[config.mk]
export PLATFORM = sky130hd
export DESIGN_NAME = rr_arbiter8
export DESIGN_NICKNAME = d
export VERILOG_FILES = /design/src/rtl/rr_arbiter8_pkg.sv /design/src/rtl/rr_arbiter8_pick.sv /design/src/rtl/rr_arbiter8.sv
export SDC_FILE = /design/constraint.sdc
export NUM_CORES = 1
export LEC_CHECK = 0
export CAP_MARGIN = 20
export CORE_MARGIN = 10
export CORE_UTILIZATION = 30
export CTS_CLUSTER_DIAMETER = 40
export DETAILED_ROUTE_END_ITERATION = 12
export GPL_TIMING_DRIVEN = 0
export PLACE_DENSITY = 0.46
export SLEW_MARGIN = 20
export SYNTH_ARGS = -nofsm -noshare
export SYNTH_HDL_FRONTEND = slang
export SYNTH_SLANG_ARGS = --single-unit
[constraint.sdc]
create_clock -name clk -period 4.3 [get_ports clk]
set_input_delay 0.43 -clock clk [delete_from_list [all_inputs] [get_ports clk]]
set_output_delay 0.43 -clock clk [all_outputs]
set_load 0.005 [all_outputs]
[src/rtl/rr_arbiter8_pkg.sv]
// ============================================================================
// rr_arbiter8_pkg : shared state encoding and widths for rr_arbiter8  (rev 1.0)
// ============================================================================
`default_nettype none

package rr_arbiter8_pkg;

  localparam int N    = 8;
  localparam int SELW = 3;

  typedef enum logic [0:0] {
    IDLE = 1'b0,
    BUSY = 1'b1
  } state_t;

  function automatic logic [N-1:0] onehot(input logic [SELW-1:0] idx);
    return N'(1) << idx;
  endfunction

endpackage

`default_nettype wire

[src/rtl/rr_arbiter8_pick.sv]
// ============================================================================
// rr_pick : round-robin search from ptr upward with wrap  (rev 1.0)
// ============================================================================
`default_nettype none

module rr_pick
  import rr_arbiter8_pkg::*;
(
  input  logic [N-1:0]    req,
  input  logic [SELW-1:0] ptr,
  output logic            found,
  output logic [SELW-1:0] idx
);

  logic [2*N-1:0]  dbl;
  logic [N-1:0]    rot;
  logic [SELW-1:0] off;

  // Doubling the vector turns the rotate into a plain variable slice.
  assign dbl = {req, req};
  assign rot = dbl[ptr +: N];

  always_comb begin
    found = 1'b0;
    off   = '0;
    for (int i = N - 1; i >= 0; i--) begin
      if (rot[i]) begin
        found = 1'b1;
        off   = SELW'(i);
      end
    end
  end

  assign idx = off + ptr;

endmodule

`default_nettype wire

[src/rtl/rr_arbiter8.sv]
// ============================================================================
// rr_arbiter8 : 8-way round-robin arbiter with registered grant and hold limit (rev 1.0)
// ============================================================================
`default_nettype none

module rr_arbiter8 #(
  parameter int N        = rr_arbiter8_pkg::N,
  parameter int SELW     = rr_arbiter8_pkg::SELW,
  parameter int MAX_HOLD = 16
) (
  input  logic            clk,
  input  logic            rst,
  input  logic [N-1:0]    req,
  input  logic            done,
  output logic [N-1:0]    gnt,
  output logic [SELW-1:0] gnt_idx,
  output logic            gnt_valid
);

  import rr_arbiter8_pkg::state_t;
  import rr_arbiter8_pkg::IDLE;
  import rr_arbiter8_pkg::BUSY;
  import rr_arbiter8_pkg::onehot;

  localparam int            CW       = (MAX_HOLD < 1) ? 1 : $clog2(MAX_HOLD + 1);
  localparam logic [CW-1:0] HOLD_LIM = CW'(MAX_HOLD);
  localparam logic [CW-1:0] CNT_ONE  = CW'(1);

  state_t          state, state_d;
  logic [SELW-1:0] ptr, ptr_d;
  logic [CW-1:0]   cnt, cnt_d;
  logic [N-1:0]    gnt_d;
  logic [SELW-1:0] idx_d;
  logic            valid_d;

  logic            hold_hit;
  logic            release_now;
  logic [N-1:0]    pick_req;
  logic [SELW-1:0] pick_ptr;
  logic            found;
  logic [SELW-1:0] win;

  // On release the owner is masked and the search starts just past it.
  always_comb begin
    hold_hit    = (MAX_HOLD != 0) && (cnt == HOLD_LIM);
    release_now = (state == BUSY) && (done || !req[gnt_idx] || hold_hit);
    pick_ptr    = (state == BUSY) ? gnt_idx + SELW'(1) : ptr;
    pick_req    = (state == BUSY) ? (req & ~gnt) : req;
  end

  rr_pick u_pick (
    .req   (pick_req),
    .ptr   (pick_ptr),
    .found (found),
    .idx   (win)
  );

  always_comb begin
    state_d = state;
    ptr_d   = ptr;
    cnt_d   = cnt;
    gnt_d   = gnt;
    idx_d   = gnt_idx;
    valid_d = gnt_valid;
    case (state)
      IDLE: begin
        if (found) begin
          state_d = BUSY;
          gnt_d   = onehot(win);
          idx_d   = win;
          valid_d = 1'b1;
          cnt_d   = CNT_ONE;
        end
      end
      BUSY: begin
        if (release_now) begin
          ptr_d = pick_ptr;
          if (found) begin
            gnt_d   = onehot(win);
            idx_d   = win;
            valid_d = 1'b1;
            cnt_d   = CNT_ONE;
          end else begin
            state_d = IDLE;
            gnt_d   = '0;
            idx_d   = '0;
            valid_d = 1'b0;
            cnt_d   = '0;
          end
        end else if (cnt != HOLD_LIM) begin
          cnt_d = cnt + CNT_ONE;
        end
      end
      default: begin
        state_d = IDLE;
        gnt_d   = '0;
        idx_d   = '0;
        valid_d = 1'b0;
        cnt_d   = '0;
      end
    endcase
  end

  always_ff @(posedge clk) begin
    if (rst) begin
      state     <= IDLE;
      ptr       <= '0;
      cnt       <= '0;
      gnt       <= '0;
      gnt_idx   <= '0;
      gnt_valid <= 1'b0;
    end else begin
      state     <= state_d;
      ptr       <= ptr_d;
      cnt       <= cnt_d;
      gnt       <= gnt_d;
      gnt_idx   <= idx_d;
      gnt_valid <= valid_d;
    end
  end

endmodule

`default_nettype wire

==> impl_metrics.csv <==
group,metric,value,unit
synth,async_flop_share,0,%
routing,number_of_routed_nets_with_antenna_violations,0,
power,p_clk_share,9.6,%
power,p_switching,0.000723,W
sta,hold_slack,0.480,ns
power,switching_share,49.7,%
cts,clock_tree_from_tritoncts,"done",
grt,grt_start_max_net_pins,13,
synth,post_synth_edffs,0,
cells_and_area,layout-area-overhead-vs-synth,18.2,%
routing,routed-via-count,2158,
power,power.internal,0.000731,W
cells_and_area,final_cell_mix,"sky130_fd_sc_hd__nor2_1 (23), sky130_fd_sc_hd__clkdlybuf4s50_1 (22), sky130_fd_sc_hd__dfxtp_1 (21), sky130_fd_sc_hd__nand2_1 (20), sky130_fd_sc_hd__nand3_1 (17)",
sta,setup_total_negative_slack,0,ns
job,cap_violations,0,
sta,grt_setup_unrepaired,"no",
cts,cts_setup_buffers,0,
synth,synth_area_per_inst,8.04,um^2
setup_path,worst_ep_arrival_time,4.10,ns
grt,initial_antenna_violation_count,0,
routing,drt-vias-per-instance,5.59,
synth,synth-main-ff-cell,"sky130_fd_sc_hd__dfxtp_1",
cells_and_area,most_common_cell_after_layout_fill_and_taps_aside,"sky130_fd_sc_hd__nor2_1",
run_status,outcome,"finished clean",
setup_path,worstPathMaxFanout,10,
grt,grt_pass1_wl,11200,um
cells_and_area,drive_above_1_share,13.8,%
routing,met3_length,346,um
cells_and_area,n_antenna_cell,0,
placement,placed_wire_length_estimate,5380,um
cts,cts_hold_buf,0,
floorplanning,ios,23,
sta,final-hold-violation-count,0,
power,sequentialPowerShare,22.3,%
sta,finalSetupViolCount,0,
power,power_density,579,nW/um^2
grt,first_global_vias,2022,
routing,highest_layer,"met4",
floorplanning,floorplan.die_area,10800,um^2
routing,post-route-drc-count,0,
grt,grt-ovfl-total,0,
setup_path,worst_ep_required_time,4.51,ns
setup_path,worstSetupStartpointType,"flop",
floorplanning,starting_density,31.1,%
synth,ys_warn_count,0,
routing,drt_first_pass_iters,4,
synth,netlist-cell-type-count,68,
grt,groute.usage.overall,12.3,%
synth,synth.net_count,279,
placement,pre_cts_ws,0.262,ns
sta,slew_viol_final,0,
power,static_leakage,0.928,nW
synth,synth.ff_latch_count,21,
routing,wl_met1,3430,um
sta,fin_worst_skew,0.00837,ns
synth,synthesis.instances,264,
cts,number_of_buffers_created_by_cts,3,
routing,postRouteWirelength,6860,um
floorplanning,placeableCoreArea,6830,um^2
placement,buffer_ports.inserted,22,
setup_path,crit_type,"flop to flop",
floorplanning,num_rows,30,
sta,postLayoutSetupSlackWorst,0.414,ns
cts,clk_latency,0.27,ns
synth,synth_seq_area_share,19.8,%
cells_and_area,final_util,36.7,%
routing,wl_met2,3010,um
placement,globalplace.congestion,0.901,
floorplanning,dieWidth,104,um
cts,cts_resized,0,
sta,finalCritPeriodShare,90.4,%
routing,post_drt_wl_per_cell,17.8,um
synth,syn_area,2120,um^2
cells_and_area,fin_nets,306,
routing,drtIter0Drc,148,
sta,tightestPinTransition,0.737,ns
power,power.ir.vdd_worst,0.210,mV
cts,clk_root_buffer_cell,"sky130_fd_sc_hd__clkbuf_8",
sta,max_freq,257,MHz
floorplanning,die-height,104,um
sta,worst_slew_margin_rel,50.8,%
cts,clk_path_buf_depth,2,
sta,fin_crit,3.89,ns
cts,clk_pin_slew,0.09,ns
setup_path,critical_path.endpoint_type,"flop",
cts,cts.sinks,21,
power,power.combinational.fraction,68.1,%
cts,ctsHtreeMaxLevel,1,
worst_hold_path,min_path_type,"flop to flop",
worst max-delay path, stage by stage (launching register included):
cell and delay (ns):
sky130_fd_sc_hd__dfxtp_1 0.39, sky130_fd_sc_hd__ha_1 0.24, sky130_fd_sc_hd__xnor2_2 0.31, sky130_fd_sc_hd__a21o_1 0.19, sky130_fd_sc_hd__buf_6 0.14, sky130_fd_sc_hd__mux4_2 0.54, sky130_fd_sc_hd__o22ai_1 0.23, sky130_fd_sc_hd__a22o_1 0.20
sky130_fd_sc_hd__buf_4 0.18, sky130_fd_sc_hd__o21ai_1 0.09, sky130_fd_sc_hd__fa_1 0.55, sky130_fd_sc_hd__nor3_1 0.48, sky130_fd_sc_hd__nand4_1 0.15, sky130_fd_sc_hd__nand3_1 0.13
sequential cells by signal (all words and copies together), names as in the netlist:
name       flops
cnt            5
gnt            8
gnt_idx        3
gnt_valid      1
ptr            3
state          1
synthesized netlist by cell type, drive strengths merged (3+ instances only):
master	number	area, um^2
a211oi	5	37.5
nor3b	3	22.5
inv	6	22.5
nor4	3	18.8
nor2	24	92.6
and3b	3	26.3
buf	11	95.1
mux2i	6	60.1
xnor2	4	50.1
nand4	11	68.8
nor3	9	50.1
nand3	17	85.1
ha	3	37.5
a2111oi	4	41.3
mux4	3	67.6
nand2	20	75.1
o21ai	12	60.1
nor2b	8	50.1
a21oi	19	121
a22oi	6	45.0
a22o	4	35.0
dfxtp	21	420
a21boi	7	60.1
o211ai	10	80.1
clkbuf	5	30.0
routing by layer:
layer	global-route usage, %	up-vias
li1	-	1069
met1	17.6	1026
met2	18.0	57
met3	2.60	6
met4	3.08	0
met5	0	-
logic make-up after synthesis:
family / Yosys count / synth area share [%]
AO/OA/AOI/OAI: 85 / 30.1
XOR/XNOR: 5 / 3.12
adder cells (fa/ha/maj): 4 / 2.71
buffers and inverters: 22 / 6.95
flip-flops: 21 / 19.8
multiplexers: 11 / 7.42
AND/OR/NAND/NOR: 116 / 29.9
metrics by stage:
stage	area, um^2	instances	total power, W
after floorplan	2120	264	0.00101
after global placement	2460	382	0.00132
after detailed placement	2460	382	0.00132
after CTS	2510	386	0.00146
after global routing	2510	386	0.00159
final	2510	386	0.00145
worst paths after layout:
path / start / endpoint / slack [ns] / cells past startpoint
max: gnt_idx[1] / gnt[7] / 0.41 / 13
min: gnt_valid / gnt_valid / 0.48 / 2
max reg2reg: gnt_idx[1] / gnt[7] / 0.41 / 13
min reg2reg: gnt_valid / gnt_valid / 0.48 / 2
power groups by stage:
| stage | Clock, W | Combinational, W | Sequential (W) |
|---|---|---|---|
| 2_1_floorplan | 0 | 0.000704 | 0.000303 |
| 3_3_place_gp | 0 | 0.000997 | 0.000327 |
| 3_5_place_dp | 0 | 0.000991 | 0.000325 |
| 4_1_cts | 0.000145 | 0.000998 | 0.000322 |
| 5_1_grt | 0.000151 | 0.00110 | 0.000334 |
| 6_report | 0.000140 | 0.000991 | 0.000324 |
cell type report:
cell class / count / area [um^2]
fill: 754 / 4320
tap: 96 / 120
sequential: 21 / 420
multi-input combinational: 221 / 1560
inverter: 6 / 22.5
buffer: 16 / 125
clock inverter: 1 / 5.00
timing repair buffer: 22 / 220
clock buffer: 3 / 41.3
Power figures use the tool's default switching activity.
